## src/rtl/lockstep_compare_if.sv

```systemverilog
// Bundle of stream, control and status signals between the lockstep checker
// and the harness that feeds it. The harness side is the master; the checker
// is the slave.
interface lockstep_compare_if #(
  parameter int WIDTH = 237,
  parameter int DEPTH = 8,
  parameter int CNT_W = 16
);
  logic                     ref_valid;
  logic [WIDTH-1:0]         ref_data;
  logic                     dut_valid;
  logic [WIDTH-1:0]         dut_data;
  logic [WIDTH-1:0]         mask;
  logic                     clear;
  logic                     out_valid;
  logic [WIDTH-1:0]         out_data;
  logic                     mismatch;
  logic                     error;
  logic                     overflow;
  logic [CNT_W-1:0]         compare_count;
  logic [CNT_W-1:0]         mismatch_count;
  logic [CNT_W-1:0]         first_index;
  logic [WIDTH-1:0]         first_diff;
  logic [$clog2(DEPTH):0]   ref_level;
  logic [$clog2(DEPTH):0]   dut_level;

  modport master (
    output ref_valid, ref_data, dut_valid, dut_data, mask, clear,
    input  out_valid, out_data, mismatch, error, overflow,
           compare_count, mismatch_count, first_index, first_diff,
           ref_level, dut_level
  );

  modport slave (
    input  ref_valid, ref_data, dut_valid, dut_data, mask, clear,
    output out_valid, out_data, mismatch, error, overflow,
           compare_count, mismatch_count, first_index, first_diff,
           ref_level, dut_level
  );
endinterface

```

## src/rtl/lockstep_compare.sv

```systemverilog
// Lockstep checker: aligns a reference stream and an implementation stream
// through one FIFO per side, compares the heads under a don't-care mask, and
// keeps counters plus a capture of the first divergence.
module lockstep_compare #(
  parameter int WIDTH = 237,
  parameter int DEPTH = 8,
  parameter int CNT_W = 16
) (
  input logic              clk,
  input logic              rst,
  lockstep_compare_if.slave bus
);
  localparam int PTR_W = $clog2(DEPTH);
  localparam int LVL_W = PTR_W + 1;

  logic [WIDTH-1:0] ref_mem [DEPTH];
  logic [WIDTH-1:0] dut_mem [DEPTH];
  logic [PTR_W-1:0] ref_wr, ref_rd, dut_wr, dut_rd;
  logic [LVL_W-1:0] ref_lvl, dut_lvl;

  logic             pop;
  logic             ref_push, dut_push, any_drop;
  logic [WIDTH-1:0] ref_head, diff;
  logic             diff_hit;

  logic [CNT_W-1:0] cnt_base, mcnt_base;
  logic             err_base, ovf_base;

  logic             out_valid_q, mismatch_q, error_q, overflow_q;
  logic [WIDTH-1:0] out_data_q, first_diff_q;
  logic [CNT_W-1:0] compare_count_q, mismatch_count_q, first_index_q;

  // A compare only uses entries already present at the start of the cycle;
  // a full FIFO still accepts a push when its head leaves in the same cycle.
  always_comb begin
    pop      = (ref_lvl != '0) && (dut_lvl != '0);
    ref_push = bus.ref_valid && ((ref_lvl != LVL_W'(DEPTH)) || pop);
    dut_push = bus.dut_valid && ((dut_lvl != LVL_W'(DEPTH)) || pop);
    any_drop = (bus.ref_valid && !ref_push) || (bus.dut_valid && !dut_push);
    ref_head = ref_mem[ref_rd];
    diff     = (ref_head ^ dut_mem[dut_rd]) & ~bus.mask;
    diff_hit = pop && (diff != '0);
    cnt_base  = bus.clear ? '0 : compare_count_q;
    mcnt_base = bus.clear ? '0 : mismatch_count_q;
    err_base  = bus.clear ? 1'b0 : error_q;
    ovf_base  = bus.clear ? 1'b0 : overflow_q;
  end

  // FIFO storage carries no reset; validity is tracked by the levels alone.
  always_ff @(posedge clk) begin
    if (ref_push) ref_mem[ref_wr] <= bus.ref_data;
    if (dut_push) dut_mem[dut_wr] <= bus.dut_data;
  end

  // Pointers wrap naturally because DEPTH is a power of two.
  always_ff @(posedge clk or posedge rst) begin
    if (rst) begin
      ref_wr  <= '0;
      ref_rd  <= '0;
      dut_wr  <= '0;
      dut_rd  <= '0;
      ref_lvl <= '0;
      dut_lvl <= '0;
    end else begin
      if (ref_push) ref_wr <= ref_wr + 1'b1;
      if (dut_push) dut_wr <= dut_wr + 1'b1;
      if (pop) begin
        ref_rd <= ref_rd + 1'b1;
        dut_rd <= dut_rd + 1'b1;
      end
      ref_lvl <= ref_lvl + LVL_W'(ref_push) - LVL_W'(pop);
      dut_lvl <= dut_lvl + LVL_W'(dut_push) - LVL_W'(pop);
    end
  end

  // Compare results and status; clear is applied first so a same-cycle
  // compare lands on freshly zeroed counters and capture.
  always_ff @(posedge clk or posedge rst) begin
    if (rst) begin
      out_valid_q      <= 1'b0;
      out_data_q       <= '0;
      mismatch_q       <= 1'b0;
      error_q          <= 1'b0;
      overflow_q       <= 1'b0;
      compare_count_q  <= '0;
      mismatch_count_q <= '0;
      first_index_q    <= '0;
      first_diff_q     <= '0;
    end else begin
      out_valid_q <= pop;
      mismatch_q  <= diff_hit;
      if (pop) out_data_q <= ref_head;
      compare_count_q  <= (pop && (cnt_base != '1)) ? cnt_base + CNT_W'(1) : cnt_base;
      mismatch_count_q <= (diff_hit && (mcnt_base != '1)) ? mcnt_base + CNT_W'(1) : mcnt_base;
      error_q    <= err_base || diff_hit;
      overflow_q <= ovf_base || any_drop;
      if (diff_hit && !err_base) begin
        first_index_q <= cnt_base;
        first_diff_q  <= diff;
      end else if (bus.clear) begin
        first_index_q <= '0;
        first_diff_q  <= '0;
      end
    end
  end

  assign bus.out_valid      = out_valid_q;
  assign bus.out_data       = out_data_q;
  assign bus.mismatch       = mismatch_q;
  assign bus.error          = error_q;
  assign bus.overflow       = overflow_q;
  assign bus.compare_count  = compare_count_q;
  assign bus.mismatch_count = mismatch_count_q;
  assign bus.first_index    = first_index_q;
  assign bus.first_diff     = first_diff_q;
  assign bus.ref_level      = ref_lvl;
  assign bus.dut_level      = dut_lvl;
endmodule
```

## src/flat_wrapper.sv

```systemverilog
// flat-port wrapper written by rule: the top's interface ports become plain ports
module lockstep_compare_flat 
#(
  parameter int WIDTH = 237,
  parameter int DEPTH = 8,
  parameter int CNT_W = 16
)
  (clk, rst, bus_ref_valid, bus_ref_data, bus_dut_valid, bus_dut_data, bus_mask, bus_clear, bus_out_valid, bus_out_data, bus_mismatch, bus_error, bus_overflow, bus_compare_count, bus_mismatch_count, bus_first_index, bus_first_diff, bus_ref_level, bus_dut_level);
  lockstep_compare_if #(.WIDTH(WIDTH), .DEPTH(DEPTH), .CNT_W(CNT_W)) bus_i ();
  input logic clk;
  input logic rst;
  input wire logic [$bits(bus_i.ref_valid)-1:0] bus_ref_valid;
  input wire logic [$bits(bus_i.ref_data)-1:0] bus_ref_data;
  input wire logic [$bits(bus_i.dut_valid)-1:0] bus_dut_valid;
  input wire logic [$bits(bus_i.dut_data)-1:0] bus_dut_data;
  input wire logic [$bits(bus_i.mask)-1:0] bus_mask;
  input wire logic [$bits(bus_i.clear)-1:0] bus_clear;
  output wire logic [$bits(bus_i.out_valid)-1:0] bus_out_valid;
  output wire logic [$bits(bus_i.out_data)-1:0] bus_out_data;
  output wire logic [$bits(bus_i.mismatch)-1:0] bus_mismatch;
  output wire logic [$bits(bus_i.error)-1:0] bus_error;
  output wire logic [$bits(bus_i.overflow)-1:0] bus_overflow;
  output wire logic [$bits(bus_i.compare_count)-1:0] bus_compare_count;
  output wire logic [$bits(bus_i.mismatch_count)-1:0] bus_mismatch_count;
  output wire logic [$bits(bus_i.first_index)-1:0] bus_first_index;
  output wire logic [$bits(bus_i.first_diff)-1:0] bus_first_diff;
  output wire logic [$bits(bus_i.ref_level)-1:0] bus_ref_level;
  output wire logic [$bits(bus_i.dut_level)-1:0] bus_dut_level;
  assign bus_i.ref_valid = bus_ref_valid;
  assign bus_i.ref_data = bus_ref_data;
  assign bus_i.dut_valid = bus_dut_valid;
  assign bus_i.dut_data = bus_dut_data;
  assign bus_i.mask = bus_mask;
  assign bus_i.clear = bus_clear;
  assign bus_out_valid = bus_i.out_valid;
  assign bus_out_data = bus_i.out_data;
  assign bus_mismatch = bus_i.mismatch;
  assign bus_error = bus_i.error;
  assign bus_overflow = bus_i.overflow;
  assign bus_compare_count = bus_i.compare_count;
  assign bus_mismatch_count = bus_i.mismatch_count;
  assign bus_first_index = bus_i.first_index;
  assign bus_first_diff = bus_i.first_diff;
  assign bus_ref_level = bus_i.ref_level;
  assign bus_dut_level = bus_i.dut_level;
  lockstep_compare #(.WIDTH(WIDTH), .DEPTH(DEPTH), .CNT_W(CNT_W)) u_core (.clk(clk), .rst(rst), .bus(bus_i));
endmodule
```

## config.mk

```make
export PLATFORM = sky130hd
export DESIGN_NAME = lockstep_compare_flat
export DESIGN_NICKNAME = d
export VERILOG_FILES = /design/src/rtl/lockstep_compare_if.sv /design/src/rtl/lockstep_compare.sv /design/src/flat_wrapper.sv
export SDC_FILE = /design/constraint.sdc
export NUM_CORES = 2
export LEC_CHECK = 0
export CORE_ASPECT_RATIO = 1.2
export CORE_MARGIN = 1
export CORE_UTILIZATION = 40
export CTS_CLUSTER_DIAMETER = 40
export DETAILED_ROUTE_END_ITERATION = 10
export GPL_TIMING_DRIVEN = 0
export HOLD_SLACK_MARGIN = 0.1
export MAX_ROUTING_LAYER = met4
export REMOVE_ABC_BUFFERS = 1
export SYNTH_ARGS = -nofsm -noshare
export SYNTH_HDL_FRONTEND = slang
export SYNTH_SLANG_ARGS = --single-unit
export TNS_END_PERCENT = 50
```

## constraint.sdc

```tcl
create_clock -name clk -period 23.6 [get_ports clk]
set_input_delay 7.08 -clock clk [delete_from_list [all_inputs] [get_ports clk]]
set_output_delay 7.08 -clock clk [all_outputs]
set_load 0.01 [all_outputs]
```

==> impl_metrics.py <==
metrics = {
    "run_status": {
        "outcome": "finished clean",
    },
    "flow_run": {
        "drv_cap": 0,
    },
    "drt": {
        "ant_nets": 0,
        "wl_microns": 496000,
        "drt_first_pass_iters": 5,
        "wl_per_cell_microns": 31.1,
        "route.detailed.drc": 0,
        "vias": 87379,
        "dr.first_iter.drc_count": 7499,
        "via_per_inst": 5.48,
    },
    "yosys": {
        "yosysTopAreaCellShare_pct": 68.2,
        "synthFlopType": "edfxtp_1",
        "yosysSeqAreaShare_pct": 76.4,
        "yosysTopAreaCell": "edfxtp_1",
        "synthCells": 8024,
        "synth_area_sq_um": 167000,
        "synth_most_common_cell": "edfxtp_1",
        "synth_top_cells_by_count": "edfxtp_1, mux4_2, dfrtp_1, mux2i_1, nand2_1",
        "synth_edf_count": 3792,
        "synth_seq_cells": 4338,
        "synth_warnings": 0,
        "async_flop_share_pct": 12.6,
        "synth.area.top_cells": "edfxtp_1, mux4_2, dfrtp_1",
        "avgSynthCellArea_sq_um": 20.8,
        "synth_cell_types": 60,
    },
    "critical_path": {
        "cp-end-kind": "flip-flop",
        "path_cells": "clkdlybuf4s50_1 -> o22ai_1 -> nor4_2 -> buf_8 -> nand4_1 -> nor2_1 -> nand3_1 -> o221ai_4 -> buf_12 -> buf_16 -> buf_12 -> buf_12 -> buf_12 -> buf_16 -> nand3b_1 -> o31ai_1",
        "critical-path-top-delay-family": "simple AND/OR/NAND/NOR gates",
        "required_ns": 24.51,
        "worstSetupPathType": "in2reg",
        "r2r_start": "u_core.ref_rd[1]",
        "crit_path_start_kind": "primary input",
        "critPathMaxFanout": 33,
        "arrival_ns": 12.88,
        "cp_common_cell": "buf_12",
        "crit_slowest_cell": "o221ai_4",
        "setup.worst_path.start": "bus_mask[168]",
        "cp_num_buf_inv": 8,
        "slowest_delay_ns": 0.85,
    },
    "clock_network": {
        "cts_buffers": 527,
        "clockRootBuffer": "clkbuf_16",
        "clk_latency_ns": 1.04,
        "postCtsHoldBufs": 0,
        "cts_max_level": 6,
        "clk_pin_slew_ns": 0.06,
        "cts_tree": "yes",
        "clock-sinks": 4338,
        "cts_setup_buffers": 0,
        "ctsResizeCount": 0,
        "cts.path.max_buffers": 4,
    },
    "timing": {
        "fin_crit_ns": 11.97,
        "max_clock_freq_ghz": 0.0836,
        "hold_violations": 0,
        "drv_slew": 0,
        "rsz0062_at_grt": "no",
        "fin_crit_sh_pct": 50.7,
        "slew_headroom_pct": 3.69,
        "setup_viol": 0,
        "finClkSkew_ns": 0.0593,
        "tightest_slew_ns": 1.44,
    },
    "grt": {
        "overflow": 0,
        "antenna_found_initial": 193,
        "grt_pass1_wl_microns": 691000,
        "track_usage_pct": 24.0,
        "grt_start_max_net_pins": 117,
        "grt_pass1_vias": 90103,
    },
    "floorplanning": {
        "die_x_microns": 592,
        "die_y_microns": 710,
        "pin_count": 1250,
        "num_rows": 259,
        "coreArea_sq_um": 415000,
        "dieArea_sq_um": 420000,
        "initial_core_util_pct": 40.2,
    },
    "place": {
        "dp_hpwl_microns": 351000,
        "gp_congestion": 0.803,
        "io_buffers": 1249,
        "dp_cells": 14850,
    },
    "final_layout": {
        "drive_above_1_share_pct": 22.7,
        "fin_cells": 15953,
        "nNetsFinal": 10634,
        "area_growth_pct": 26.4,
        "fin_util_pct": 50.8,
    },
    "power": {
        "vdd_drop_max_mv": 0.108,
        "p_leak_nw": 71.0,
        "powerDensity_nw_per_um2": 134,
    },
    "worst_hold_path": {
        "hp-start": "u_core.bus.out_data[96]",
        "hold_path.class": "reg2reg",
    },
}
==> layout by cell type (no fill, tap or decap), types with 49 or more instances in the layout <==
| master | Yosys | final |
|---|---|---|
| edfxtp_1 | 3792 | 3792 |
| clkdlybuf4s50_1 | 0 | 1248 |
| mux4_2 | 913 | 913 |
| dfrtp_1 | 546 | 540 |
| clkbuf_16 | 0 | 533 |
| mux2i_1 | 504 | 504 |
| nand2_1 | 408 | 408 |
| o21ai_0 | 251 | 250 |
| nand3b_1 | 237 | 237 |
| xnor2_1 | 217 | 216 |
| o31ai_1 | 204 | 204 |
| buf_6 | 22 | 201 |
| diode_2 | 0 | 132 |
| buf_12 | 0 | 124 |
| buf_16 | 0 | 97 |
| nor2_1 | 91 | 81 |
| clkbuf_1 | 111 | 76 |
| o22ai_1 | 77 | 75 |
| buf_4 | 90 | 69 |
| clkinv_2 | 0 | 52 |
| bufinv_16 | 0 | 52 |
| clkinvlp_4 | 0 | 50 |
| nand2b_1 | 49 | 49 |
==> state kept, by name (all words and copies together), names as in the netlist <==
register and count:
u_core.bus.mismatch_count 16, u_core.bus.ref_level 4, u_core.ref_wr 3, u_core.bus.overflow 1, u_core.bus.error 1, u_core.ref_mem 1896
u_core.dut_rd 3, u_core.bus.mismatch 1, u_core.bus.out_valid 1, u_core.bus.first_index 16, u_core.bus.dut_level 4, u_core.bus.compare_count 16
u_core.dut_mem 1896, u_core.ref_rd 3, u_core.bus.first_diff 237, u_core.dut_wr 3, u_core.bus.out_data 237
==> final timing paths <==
| kind | endpoint | slack [ns] | cells past startpoint |
|---|---|---|---|
| min in group asynchronous | u_core.bus.first_diff[14] | 6.51 | 2 |
| worst min-delay path | u_core.bus.out_data[96] | 0.48 | 2 |
| max in group asynchronous | u_core.ref_rd[2] | 14.78 | 5 |
| worst min register to register | u_core.bus.out_data[96] | 0.48 | 2 |
| worst max register to register | u_core.bus.first_diff[64] | 15.05 | 21 |
| worst max-delay path | u_core.bus.first_diff[64] | 11.63 | 16 |
==> through the flow <==
| stage | power (mW) | hold slack [ns] | setup TNS, ns | area [sq um] | setup slack, ns |
|---|---|---|---|---|---|
| 5_1_grt | 29.5 | 0.499 | 0 | 211000 | 11.36 |
| 3_3_place_gp | 25.7 | 0.462 | - | 184000 | -49.25 |
| 4_1_cts | 28.8 | 0.480 | 0 | 211000 | 11.68 |
| 6_report | 28.4 | 0.477 | 0 | 211000 | 11.63 |
| 3_5_place_dp | 20.5 | 0.465 | 0 | 192000 | 10.54 |
| 2_1_floorplan | 18.5 | 0.486 | -4879.44 | 165000 | -7.93 |
==> layout make-up <==
type | instances | area (sq um)
inverters | 31 | 134
clock buffers | 637 | 14000
repair buffers | 1762 | 20800
well taps | 5481 | 6860
multi-input cells | 3238 | 37200
diodes | 132 | 330
flip-flops and latches | 4338 | 128000
fillers | 32911 | 204000
clock inverters | 334 | 4150
==> where the power goes <==
| group | internal [mW] | total, mW | switching (mW) |
|---|---|---|---|
| Clock | 4.91 | 8.29 | 3.38 |
| Combinational | 4.16 | 9.98 | 5.82 |
| Sequential | 9.65 | 10.1 | 0.458 |
| Total | 18.7 | 28.4 | 9.66 |
==> metal layers <==
layer  vias up  GRT usage [%]  routed length [microns]  part of all wire (%)
met5         -              -                        0                     0
met4         0           8.21                    17700                   3.6
met3       782           5.63                    37400                   7.6
met2      3233           38.2                   242000                    49
met1     46516           30.3                   199000                    40
li1      36848              -                        -                     -
==> worst reg2reg max path: stages (launching register included) <==
cell	delay, ns
dfrtp_4	0.87
buf_16	0.35
buf_16	0.38
buf_16	0.39
buf_16	0.29
mux4_2	0.59
mux2i_1	0.22
xnor2_1	0.21
o22ai_1	0.43
nor4_1	0.94
nand4_1	0.40
nor2_1	0.38
nand3_1	0.52
o221ai_4	0.87
buf_12	0.28
buf_16	0.20
buf_12	0.21
buf_12	0.23
buf_12	0.26
buf_16	0.22
nand3b_1	0.11
o31ai_1	0.08
==> cell families after synthesis <==
logic type / after synthesis / synth area share, %
xor gates and xnor gates: 260 / 1.36
muxes: 1426 / 15.4
and+or+nand+nor: 919 / 2.88
AOI/OAI and AO/OA: 613 / 2.35
adders and majority gates: 20 / 0.159
DFF: 4338 / 76.4
buffers and inverters: 448 / 1.45
No activity file was read; power rests on OpenSTA's default activity.
